`config.mk`:
```
export PLATFORM = sky130hd
export DESIGN_NAME = multicycle_ctrl
export DESIGN_NICKNAME = d
export VERILOG_FILES = /design/src/rtl/ctrl_pkg.sv /design/src/rtl/ctrl_opclass.sv /design/src/rtl/multicycle_ctrl.sv
export SDC_FILE = /design/constraint.sdc
export NUM_CORES = 1
export LEC_CHECK = 0
export CAP_MARGIN = 20
export CORE_ASPECT_RATIO = 0.7
export CORE_MARGIN = 2
export CORE_UTILIZATION = 42
export CTS_CLUSTER_DIAMETER = 200
export DETAILED_ROUTE_END_ITERATION = 8
export PLACE_DENSITY = 0.8
export SYNTH_ARGS = -nofsm -noshare
export SYNTH_HDL_FRONTEND = slang
export SYNTH_HIERARCHICAL = 1
export SYNTH_SLANG_ARGS = --single-unit
```
`constraint.sdc`:
```
create_clock -name clk -period 4.6 [get_ports clk]
set_clock_uncertainty 0.1 [all_clocks]
set_input_delay 0.92 -clock clk [delete_from_list [all_inputs] [get_ports clk]]
set_output_delay 0.92 -clock clk [all_outputs]
set_load 0.01 [all_outputs]
```
`src/rtl/ctrl_pkg.sv`:
```
// Shared encodings for the multicycle controller: states, opcodes, datapath selects.
// S_MDWAIT exists only when MULTICYCLE_CTRL_MULDIV_EN is defined.
package ctrl_pkg;

    typedef enum logic [3:0] {
        S_IDLE   = 4'd0,
        S_FETCH  = 4'd1,
        S_DECODE = 4'd2,
        S_EXEC   = 4'd3,
        S_MEM    = 4'd4,
        S_WB     = 4'd5,
        S_FAULT  = 4'd6
`ifdef MULTICYCLE_CTRL_MULDIV_EN
        , S_MDWAIT = 4'd7
`endif
    } state_t;

    localparam logic [6:0] OP_R      = 7'b0110011;
    localparam logic [6:0] OP_I      = 7'b0010011;
    localparam logic [6:0] OP_LOAD   = 7'b0000011;
    localparam logic [6:0] OP_STORE  = 7'b0100011;
    localparam logic [6:0] OP_BRANCH = 7'b1100011;
    localparam logic [6:0] OP_JAL    = 7'b1101111;
    localparam logic [6:0] OP_JALR   = 7'b1100111;
    localparam logic [6:0] OP_LUI    = 7'b0110111;
    localparam logic [6:0] OP_AUIPC  = 7'b0010111;
    localparam logic [6:0] F7_MULDIV = 7'b0000001;

    typedef enum logic [3:0] {
        C_R, C_I, C_LOAD, C_STORE, C_BRANCH, C_JAL, C_JALR,
        C_LUI, C_AUIPC, C_MULDIV, C_ILLEGAL
    } opclass_t;

    localparam logic [1:0] ALU_ADD   = 2'b00;
    localparam logic [1:0] ALU_SUB   = 2'b01;
    localparam logic [1:0] ALU_FUNCT = 2'b10;
    localparam logic [1:0] ALU_PASSB = 2'b11;

    localparam logic [1:0] SRC_A_PC   = 2'd0;
    localparam logic [1:0] SRC_A_RS1  = 2'd1;
    localparam logic [1:0] SRC_A_ZERO = 2'd2;
    localparam logic [1:0] SRC_B_RS2  = 2'd0;
    localparam logic [1:0] SRC_B_FOUR = 2'd1;
    localparam logic [1:0] SRC_B_IMM  = 2'd2;

    localparam logic [1:0] WB_ALU    = 2'd0;
    localparam logic [1:0] WB_MEM    = 2'd1;
    localparam logic [1:0] WB_MULDIV = 2'd2;
    localparam logic [1:0] WB_PC4    = 2'd3;

endpackage

```
`src/rtl/ctrl_opclass.sv`:
```
// Combinational opcode-to-class decoder; funct7 only separates mul/div from plain R-type.
module ctrl_opclass
    import ctrl_pkg::*;
(
    input  logic [6:0] i_opcode,
    input  logic [6:0] i_funct7,
    output opclass_t   o_class
);

    always_comb begin
        o_class = C_ILLEGAL;
        case (i_opcode)
            OP_R:      o_class = (i_funct7 == F7_MULDIV) ? C_MULDIV : C_R;
            OP_I:      o_class = C_I;
            OP_LOAD:   o_class = C_LOAD;
            OP_STORE:  o_class = C_STORE;
            OP_BRANCH: o_class = C_BRANCH;
            OP_JAL:    o_class = C_JAL;
            OP_JALR:   o_class = C_JALR;
            OP_LUI:    o_class = C_LUI;
            OP_AUIPC:  o_class = C_AUIPC;
            default:   o_class = C_ILLEGAL;
        endcase
    end

endmodule

```
`src/rtl/multicycle_ctrl.sv`:
```
// Multicycle CPU control FSM with memory-wait timeout; MULTICYCLE_CTRL_MULDIV_EN adds the
// mul/div handshake (md_start/md_done, MDWAIT).
//   state  | meaning
//   IDLE   | after reset, go fetch
//   FETCH  | instruction read, wait for mem_ready
//   DECODE | classify opcode
//   EXEC   | ALU step for the instruction class
//   MEM    | data load/store, wait for mem_ready
//   MDWAIT | wait for mul/div unit
//   WB     | register write-back
//   FAULT  | sticky error until reset
module multicycle_ctrl
    import ctrl_pkg::*;
#(
    parameter int TIMEOUT_CYCLES = 255
)(
    input  logic        clk,
    input  logic        nreset,
    input  logic [31:0] i_instr,
    input  logic        i_mem_ready,
`ifdef MULTICYCLE_CTRL_MULDIV_EN
    output logic        o_md_start,
    input  logic        i_md_done,
`endif
    output logic        o_mem_req,
    output logic        o_mem_we,
    output logic        o_i_or_d,
    output logic        o_pc_write,
    output logic        o_ir_write,
    output logic        o_reg_write,
    output logic        o_branch,
    output logic [1:0]  o_alu_op,
    output logic [1:0]  o_alu_src_a,
    output logic [1:0]  o_alu_src_b,
    output logic [1:0]  o_wb_sel,
    output logic        o_fault,
    output logic [3:0]  o_state
);

    state_t     r_state;
    state_t     w_next;
    logic [7:0] r_wait_cnt;
    opclass_t   w_class;
    logic       w_waiting;
    logic       w_timeout;
    logic       w_unused_instr;

    assign w_unused_instr = ^i_instr[24:7];

    ctrl_opclass u_opclass (
        .i_opcode (i_instr[6:0]),
        .i_funct7 (i_instr[31:25]),
        .o_class  (w_class)
    );

    always_comb begin
        w_waiting = 1'b0;
        case (r_state)
            S_FETCH, S_MEM: w_waiting = !i_mem_ready;
`ifdef MULTICYCLE_CTRL_MULDIV_EN
            S_MDWAIT:       w_waiting = !i_md_done;
`endif
            default:        w_waiting = 1'b0;
        endcase
    end

    // Fault on the wait cycle that brings the count up to the limit.
    assign w_timeout = (TIMEOUT_CYCLES != 0) && w_waiting
                       && ((int'(r_wait_cnt) + 1) == TIMEOUT_CYCLES);

    always_comb begin
        w_next = r_state;
        case (r_state)
            S_IDLE:   w_next = S_FETCH;
            S_FETCH:  if (i_mem_ready) w_next = S_DECODE;
            S_DECODE: begin
                case (w_class)
                    C_ILLEGAL: w_next = S_FAULT;
`ifdef MULTICYCLE_CTRL_MULDIV_EN
                    C_MULDIV:  w_next = S_EXEC;
`else
                    C_MULDIV:  w_next = S_FAULT;
`endif
                    default:   w_next = S_EXEC;
                endcase
            end
            S_EXEC: begin
                case (w_class)
                    C_LOAD, C_STORE: w_next = S_MEM;
                    C_BRANCH:        w_next = S_FETCH;
`ifdef MULTICYCLE_CTRL_MULDIV_EN
                    C_MULDIV:        w_next = S_MDWAIT;
`endif
                    default:         w_next = S_WB;
                endcase
            end
            S_MEM:    if (i_mem_ready) w_next = (w_class == C_LOAD) ? S_WB : S_FETCH;
`ifdef MULTICYCLE_CTRL_MULDIV_EN
            S_MDWAIT: if (i_md_done) w_next = S_WB;
`endif
            S_WB:     w_next = S_FETCH;
            default:  w_next = S_FAULT;
        endcase
        if (w_timeout) w_next = S_FAULT;
    end

    always_ff @(posedge clk or negedge nreset) begin
        if (!nreset) begin
            r_state    <= S_IDLE;
            r_wait_cnt <= 8'd0;
        end else begin
            r_state <= w_next;
            if (w_next != r_state)
                r_wait_cnt <= 8'd0;
            else if (w_waiting && r_wait_cnt != 8'hFF)
                r_wait_cnt <= r_wait_cnt + 8'd1;
        end
    end

    always_comb begin
        o_mem_req   = 1'b0;
        o_mem_we    = 1'b0;
        o_i_or_d    = 1'b0;
        o_pc_write  = 1'b0;
        o_ir_write  = 1'b0;
        o_reg_write = 1'b0;
        o_branch    = 1'b0;
        o_alu_op    = ALU_ADD;
        o_alu_src_a = SRC_A_PC;
        o_alu_src_b = SRC_B_RS2;
        o_wb_sel    = WB_ALU;
        o_fault     = 1'b0;
        o_state     = r_state;
`ifdef MULTICYCLE_CTRL_MULDIV_EN
        o_md_start  = 1'b0;
`endif
        case (r_state)
            S_FETCH: begin
                o_mem_req = 1'b1;
                if (i_mem_ready) begin
                    o_ir_write  = 1'b1;
                    o_pc_write  = 1'b1;
                    o_alu_src_b = SRC_B_FOUR;
                end
            end
            S_EXEC: begin
                case (w_class)
                    C_R:     begin o_alu_op = ALU_FUNCT; o_alu_src_a = SRC_A_RS1; end
                    C_I:     begin o_alu_op = ALU_FUNCT; o_alu_src_a = SRC_A_RS1; o_alu_src_b = SRC_B_IMM; end
                    C_LOAD,
                    C_STORE: begin o_alu_src_a = SRC_A_RS1; o_alu_src_b = SRC_B_IMM; end
                    C_BRANCH: begin
                        o_alu_op    = ALU_SUB;
                        o_alu_src_a = SRC_A_RS1;
                        o_branch    = 1'b1;
                    end
                    C_JAL:   begin o_pc_write = 1'b1; o_alu_src_b = SRC_B_IMM; end
                    C_JALR:  begin o_pc_write = 1'b1; o_alu_src_a = SRC_A_RS1; o_alu_src_b = SRC_B_IMM; end
                    C_LUI:   begin o_alu_op = ALU_PASSB; o_alu_src_b = SRC_B_IMM; end
                    C_AUIPC: o_alu_src_b = SRC_B_IMM;
`ifdef MULTICYCLE_CTRL_MULDIV_EN
                    C_MULDIV: begin
                        o_md_start  = 1'b1;
                        o_alu_op    = ALU_FUNCT;
                        o_alu_src_a = SRC_A_RS1;
                    end
`endif
                    default: o_alu_op = ALU_ADD;
                endcase
            end
            S_MEM: begin
                o_mem_req = 1'b1;
                o_i_or_d  = 1'b1;
                o_mem_we  = (w_class == C_STORE);
            end
            S_WB: begin
                o_reg_write = 1'b1;
                case (w_class)
                    C_LOAD:         o_wb_sel = WB_MEM;
                    C_JAL, C_JALR:  o_wb_sel = WB_PC4;
                    C_MULDIV:       o_wb_sel = WB_MULDIV;
                    default:        o_wb_sel = WB_ALU;
                endcase
            end
            S_FAULT: o_fault = 1'b1;
            default: o_fault = 1'b0;
        endcase
    end

endmodule

```
# After elaboration in Yosys (flattened, before gate mapping)
# Cells that the tools add are included.
# Widths: inputs -> output; s select.
# word_totals
ff_bits	12
inputBits	35
out_inout_bits	20
elab_cells	79
# classes
add_sub_neg	2
n_eq_ne	29
mux	32
reduce_logical	14
# ops
cell	n
$pmux 4 s9	1
$eq 4x3->1 const B	7
$eq 7x6->1 const B	3
$eq 7x7->1 const B	3
$pmux 4 s5	1
$eq 4x2->1 const B	4
$mux 4	4
$mux 8	2
$eq 7x5->1 const B	2
$mux 1	14
$eq 4x4->1 const B	3
$pmux 2 s3	2
$reduce_or 2->1	6
$add 8x1->9 const B	1
$eq 9x8->1 const B	1
$add 8x1->8 const B	1
$eq 4x1->1 const B	2
$logic_not 4->1	2
$ne 8x8->1 const B	1
$eq 7x1->1 const B	1
$eq 7x2->1 const B	1
$reduce_or 7->1	1
$mux 2	3
$mux 3	2
other kinds (8)	9

# Longest topological paths before layout
# Gate-level depths: netlist (run 1).
# logic_depth
word_depth	10
mapped_depth	12
depth_no_buf	10

# Modules after synthesis
# Netlist (run 1), hierarchy kept.
# modules_own_cells
module	n_inst	cells_each	area_each_um2	seq_area_each_um2
multicycle_ctrl	1	130	1063.5	300.3
ctrl_opclass	1	28	175.2	0.0

# Worst setup path before layout (run 1)
# OpenSTA, ideal clock, no wires.
# synth_timing
path_type	input to output
from	input i_instr[26]
to	output o_alu_op[1]
arrival_time_ns	3.101
required_time_ns	3.580
slack_ns	0.479
path_stages	5
cell_sequence	or4b_1 > or4_4 > a31oi_1 > nand2_1 > a2111oi_0
# synth_between
elab_chain_len	7
# synth_rtl
element	line_no	source
from (decl)	multicycle_ctrl.sv:19	input logic [31:0] i_instr,
$eq 7x1->1 *	ctrl_opclass.sv:13	OP_R: o_class = (i_funct7 == F7_MULDIV) ? C_MULDIV : C_R;
$mux 4 *	ctrl_opclass.sv:13	
$pmux 4 s9 *	ctrl_opclass.sv:12	case (i_opcode)
net w_class[0]	multicycle_ctrl.sv:43	opclass_t w_class;
$eq 4x1->1 / $logic_not 4->1 (equally long branches)	multicycle_ctrl.sv:147	case (w_class)
$reduce_or 2->1 (no source line)	n/a	
$pmux 2 s3 *	multicycle_ctrl.sv:147	
$mux 2 *	multicycle_ctrl.sv:137	case (r_state)
to (decl)	multicycle_ctrl.sv:32	output logic [1:0] o_alu_op,
# Mark *: on every way through the listed nets, which the timed path passes. The rest lies on a longest branch.

# Worst setup path after layout (run 1)
# layout_timing
from	input i_instr[26]
to	output o_alu_src_b[1]
# layout_between
elab_chain_len	7
# layout_rtl
element	line_no	source
$eq 7x1->1 *	ctrl_opclass.sv:13	
$mux 4 *	ctrl_opclass.sv:13	
$pmux 4 s9 *	ctrl_opclass.sv:12	
net w_class[0]	multicycle_ctrl.sv:43	
$eq 4x2->1 (tied with other cells)	multicycle_ctrl.sv:147	
$reduce_or 7->1 (no source line) *	n/a	
$mux 2 *	multicycle_ctrl.sv:147	
$pmux 2 s2 *	multicycle_ctrl.sv:137	
to (decl)	multicycle_ctrl.sv:34	output logic [1:0] o_alu_src_b,
# Marks and branches as above.

==> impl_metrics.toml, run 1 <==
[critical_path]
worst-r2r-cell-count = 7
path_class = "in -> out"
critPathRequiredTime_ns = 3.58
reg2reg_from = "o_state[0]"
crit_end = "o_alu_src_b[1]"
critPathArrivalTime_ns = 3.46
critPathMostFrequentCell = "nor2_1"
cp-start-kind = "input pin"
cp_slowest_cell = "clkdlybuf4s50_1"
worstPathCellList = "clkdlybuf4s50_1 -> or4b_1 -> or4_4 -> a31oi_4 -> buf_6 -> nor2_1 -> nor2_1 -> a21oi_1 -> nor2_1 -> clkdlybuf4s50_1"
worstReg2RegEnd = "r_wait_cnt[1]"
critPathCaptureType = "output pin"
r2r_slack_ns = 2.36
critPathLaunch = "i_instr[26]"
crit_path_max_fanout = 6
cp_slowest_stage_delay_ns = 0.54

[synthesis]
avgSynthCellArea_sq_um = 7.84
yosys_warnings = 6
ys.flop_type = "dfrtp_1"
yosysSeqAreaShare_pct = 24.2
synth_area_sq_um = 1240
async_flop_share_pct = 100
ys_ff_latch = 12
synth_edf_count = 0
ys_types = 53
syn_inst = 158

[placement]
dp_slack_ns = -0.332
finalWeightedCongestion = 0.863
port_buffers = 35
dp_hpwl_mm = 2.81

[floorplanning]
initial_core_util_pct = 44.2
rows = 16
dieHeight_microns = 49.4
die_x_microns = 68.9
io_pins = 55
die_area_sq_um = 3410
core-area_sq_um = 2800

[routing]
wirelength_met1_mm = 1.58
highest_layer = "met4"
ant_nets = 0
met2_length_mm = 1.85
dr_wl_met3_microns = 186
routed_via_density = 5.89
drt_iter0_drc = 161
avgRoutedWirePerCell_microns = 15.7
drc = 0
vias = 1403
routed_wl_mm = 3.73
drt_pass1_iterations = 5

[hold_path]
hp-class = "reg -> reg"

[sta]
rsz0062_at_grt = "false"
fin_crit_sh_pct = 97.4
hold_viol = 0
timing.fmax_mhz = 223
setup_slack_ns = 0.121
slew_violations = 0
period_minus_slack_ns = 4.48
setup_viol = 0
relSlewSlack_pct = 59.2
tightestPinTransition_ns = 0.609

[clocking]
clockBufferDepth = 2
cts.reportedPaths.clkPinSlew_ns = 0.05
clock_latency_ns = 0.24
holdBufCountCts = 0
ctsRootBufferMaster = "clkbuf_8"
cts_tree = "built"
cts_made_buffers = 3
cts_max_level = 1
cts.sinks = 12

[cells_and_area]
syn_to_final_growth_pct = 42.8
num_antenna_cells = 0
final_core_util_pct = 63.1
final_nets = 241
drive_above_1_share_pct = 15.8

[flow_run]
drv_cap = 0

[global_route]
grt_max_degree = 14
antenna_found_initial = 0
grt_first_pass_wirelength_mm = 6.44
grt_pass1_vias = 1410
gr-total-overflow = 0
track_usage_pct = 24.8

[pwr]
vdd_drop_max_mv = 0.101
p_leak_nw = 0.705
cellPowerDensity_nw_per_um2 = 145
finalPower_w = 0.000256

[outcome]
status = "completed"
[cell usage in the layout (no fill, tap or decap), drive strengths merged, types with 2 or more instances in the layout]
cell type      count
clkbuf             3
or3                3
nand3b             3
ha                 2
dlymetal6s2s       2
nor2b              4
dfrtp             12
clkdlybuf4s50     27
o21ai              5
nor2              16
nand4              3
nand2             15
and4               2
dlygate4sd2        6
conb               2
nand2b             5
nor4               3
nor3              15
buf               13
a31oi              2
a21oi              7
or4                2
nand3             10
xnor2              5
and2               2
xor2               3
o211ai             3
a21boi             2
inv                8
[sequential cells by signal (all words and copies together) (netlist names)]
register    count
o_state         4
r_wait_cnt      8
[power breakdown]
part           leakage [nW]  internal (W)  switching [W]
Sequential            0.155      0.000106     0.00000125
Clock                0.0216     0.0000575      0.0000365
Combinational         0.529     0.0000288      0.0000260
Total                 0.705      0.000193      0.0000638
[per-layer routing]
metal  vias to the layer above  track usage, %
met4                         0            9.48
met3                        16            3.23
met5                         -               0
met1                       662            32.1
met2                        68            41.3
li1                        657               -
[critical path: cells and delay by family]
family / cells / cell delay [ns]
simple gates: 5 / 1.24
compound gates: 2 / 0.23
buf+inv: 3 / 1.07
[cells in the mapped netlist, types with 2 or more instances]
library cell	count	area share (%)
ha_1	2	2.0
a21oi_1	7	2.8
and2_1	2	1.0
buf_4	4	2.4
clkbuf_1	2	0.61
inv_1	8	2.4
xnor2_1	5	3.5
and4_1	2	1.4
o21ai_0	3	1.2
nand2b_1	5	2.5
nor2b_1	4	2.0
nand3_1	10	4.0
nand2_1	15	4.5
nor4_1	2	1.0
nor2_1	16	4.8
or3_1	3	1.5
dfrtp_1	12	24
nand4_1	3	1.5
or4_4	2	1.8
o21ai_1	2	0.81
nand3b_1	3	1.8
nor3_1	14	5.7
xor2_1	2	1.4
[cells by family after synthesis]
| kind of cell | count (synthesis) | synth area share [%] |
|---|---|---|
| AOI/OAI and AO/OA | 29 | 19.8 |
| DFF | 12 | 24.2 |
| adders and majority gates | 2 | 2.02 |
| xor gates and xnor gates | 8 | 6.26 |
| muxes | 1 | 0.808 |
| and+or+nand+nor | 89 | 40.4 |
| buffers and inverters | 16 | 6.16 |
| other | 1 | 0.303 |
[worst min path at each step]
| stage | startpoint | depth (start not counted) | endpoint | slack (ns) |
|---|---|---|---|---|
| 6_report | r_wait_cnt[7] | 2 | r_wait_cnt[7] | 0.53 |
| 5_1_grt | r_wait_cnt[7] | 2 | r_wait_cnt[7] | 0.57 |
| 4_1_cts | r_wait_cnt[7] | 2 | r_wait_cnt[7] | 0.52 |
| 3_5_place_dp | r_wait_cnt[7] | 2 | r_wait_cnt[7] | 0.50 |
| 3_3_place_gp | r_wait_cnt[7] | 2 | r_wait_cnt[7] | 0.49 |
| 2_1_floorplan | r_wait_cnt[7] | 2 | r_wait_cnt[7] | 0.45 |
[cell type report]
| cell class | instances | area [sq um] |
|---|---|---|
| Timing Repair Buffer | 48 | 449 |
| Inverter | 8 | 30.0 |
| Tap cell | 36 | 45.0 |
| Clock buffer | 3 | 41.3 |
| Multi-Input combinational cell | 131 | 903 |
| Fill cell | 229 | 1030 |
| Sequential cell | 12 | 300 |
[metrics by stage]
stage                     setup TNS, ns  area [sq um]  cells  hold WS, ns
after floorplan                       0          1240    159        0.451
after global placement           -0.689          1680    234        0.487
after detailed placement          -1.43          1680    234        0.502
after CTS                             0          1750    238        0.522
after global routing                  0          1770    238        0.574
final                                 0          1770    238        0.527
[what timing repair did]
item	in CTS	in global routing
pin swaps	0	2
endpoints found under the setup margin	8	7
gates cloned	0	0
setup buffers	1	0
resized for setup	11	7
(Power assumes the default switching activity.)
==> run 2, diff against run 1 <==
--- a/config.mk
+++ b/config.mk
@@ -5,7 +5,7 @@
 export SDC_FILE = /design/constraint.sdc
 export NUM_CORES = 1
 export LEC_CHECK = 0
-export CAP_MARGIN = 20
+export CAP_MARGIN = 10
 export CORE_ASPECT_RATIO = 0.7
 export CORE_MARGIN = 2
 export CORE_UTILIZATION = 42
==> results of run 2 <==
Same layout as run 1: the final DEF is identical, and so are final timing and power.
==> run 3, diff against run 2 <==
--- a/config.mk
+++ b/config.mk
@@ -8,10 +8,11 @@
 export CAP_MARGIN = 10
 export CORE_ASPECT_RATIO = 0.7
 export CORE_MARGIN = 2
-export CORE_UTILIZATION = 42
+export CORE_UTILIZATION = 45
 export CTS_CLUSTER_DIAMETER = 200
 export DETAILED_ROUTE_END_ITERATION = 8
-export PLACE_DENSITY = 0.8
+export PLACE_DENSITY = 0.85
+export RECOVER_POWER = 50
 export SYNTH_ARGS = -nofsm -noshare
 export SYNTH_HDL_FRONTEND = slang
 export SYNTH_HIERARCHICAL = 1
==> constraint.sdc (replaced) <==
create_clock -name clk -period 5.3 [get_ports clk]
set_clock_uncertainty 0.1 [all_clocks]
set_input_delay 1.06 -clock clk [delete_from_list [all_inputs] [get_ports clk]]
set_output_delay 1.06 -clock clk [all_outputs]
set_load 0.01 [all_outputs]
==> impl_metrics.toml, run 3 (synthesis gave the netlist of run 1 again) <==
[pwr]
p_seq_share_pct = 43.6
p_int_w = 0.000162
sw_frac_of_total_pct = 24.3
clockPowerShare_pct = 38.2
p_sw_w = 0.0000519
cellPowerDensity_nw_per_um2 = 131
vdd_drop_max_mv = 0.0878
p_comb_share_pct = 18.2
finalPower_w = 0.000214
p_leak_nw = 0.575

[sta]
slew_violations = 0
relSlewSlack_pct = 41.6
fin_crit_sh_pct = 96.3
setup_tns_ns = 0
rsz0062_at_grt = "false"
hold_viol = 0
timing.fmax_mhz = 196
tightestPinTransition_ns = 0.867
period_minus_slack_ns = 5.10
setup_viol = 0

[floorplanning]
io_pins = 55
dieHeight_microns = 47.9
die_x_microns = 66.7
initial_core_util_pct = 48.9
die_area_sq_um = 3200
core-area_sq_um = 2530
rows = 15

[global_route]
grt_first_pass_wirelength_mm = 5.35
grt_max_degree = 14
gr-total-overflow = 0
grt_pass1_vias = 1172
antenna_found_initial = 0
track_usage_pct = 22.3

[routing]
ant_nets = 0
drt_iter0_drc = 129
drc = 0
vias = 1304
avgRoutedWirePerCell_microns = 14.5
drt_pass1_iterations = 6
routed_via_density = 5.80
routed_wl_mm = 3.26

[critical_path]
critPathLaunch = "i_instr[26]"
worst-r2r-cell-count = 5
critPathArrivalTime_ns = 3.94
crit_path_max_fanout = 6
r2r_slack_ns = 2.91
cp-start-kind = "input pin"
path_class = "in -> out"
reg2reg_from = "o_state[0]"
critPathCaptureType = "output pin"
worstReg2RegEnd = "r_wait_cnt[3]"
critPathRequiredTime_ns = 4.14

[hold_path]
holdPathEnd = "r_wait_cnt[7]"
hp-class = "reg -> reg"
hold_start = "r_wait_cnt[7]"
whs_path_depth = 2

[placement]
finalWeightedCongestion = 0.838
port_buffers = 35
placed_cell_area_sq_um = 1600
dp_hpwl_mm = 2.55

[clocking]
ctsRootBufferMaster = "clkbuf_8"
cts.sinks = 12
cts.repair.resized = 0
cts_made_buffers = 3
holdBufCountCts = 0
clock_latency_ns = 0.24
postCtsSetupBuffers = 0
cts_max_level = 1
cts_tree = "built"
clockBufferDepth = 2
cts.reportedPaths.clkPinSlew_ns = 0.05

[cells_and_area]
largest_reg_flops = 8
syn_to_final_growth_pct = 31.8
final_core_util_pct = 64.4
drive_above_1_share_pct = 7.33
final_cell_mix = "clkdlybuf4s50_1, nor2_1, nor3_1, nand2_1, dfrtp_1"
num_antenna_cells = 0
final_common_cell = "clkdlybuf4s50_1"
final_cell_area_sq_um = 1630
final_nets = 230
largest-register = "r_wait_cnt"

[outcome]
status = "completed"

[flow_run]
drv_cap = 0
[run 3: per-layer routing]
metal / GRT usage [%] / share of wire, %
met5: 0 / 0
met4: 4.90 / 1.4
met3: 2.82 / 6.8
met2: 39.6 / 48
met1: 29.9 / 44
[run 3: through the flow]
stage                     hold slack, ns  setup slack (ns)  std cells
after floorplan                    0.451             0.899        159
after global placement             0.483             0.222        222
after detailed placement           0.485             0.168        222
after CTS                          0.509             0.184        225
after global routing               0.529            0.0769        225
final                              0.528             0.196        225
[run 3: layout make-up]
cell class	instances	area (sq um)
fillers	223	901
clock buffers	3	41.3
well taps	34	42.5
inverters	8	30.0
flip-flops and latches	12	300
repair buffers	37	365
multi-input cells	131	853
[run 3: power groups by stage]
stage           Clock, W  Combinational [W]  Sequential [W]
2_1_floorplan          0          0.0000186       0.0000947
3_3_place_gp           0          0.0000377       0.0000947
3_5_place_dp           0          0.0000393       0.0000947
4_1_cts        0.0000830          0.0000395       0.0000932
5_1_grt        0.0000869          0.0000427       0.0000931
6_report       0.0000816          0.0000390       0.0000931
[run 3: worst max path at each step]
stage,endpoint,slack [ns],cells past startpoint
after floorplan,o_alu_op[1],0.90,5
after global placement,o_alu_op[1],0.22,8
after detailed placement,o_alu_op[1],0.17,8
after CTS,o_alu_op[1],0.18,8
after global routing,o_alu_op[1],0.08,8
final,o_alu_op[1],0.20,8
[run 3: worst max-delay path: stages]
cell             delay (ns)
clkdlybuf4s50_1        0.39
or4b_1                 0.51
or4_4                  0.53
a31oi_1                0.19
buf_4                  0.16
nand2_1                0.07
a2111oi_0              0.41
clkdlybuf4s50_1        0.62
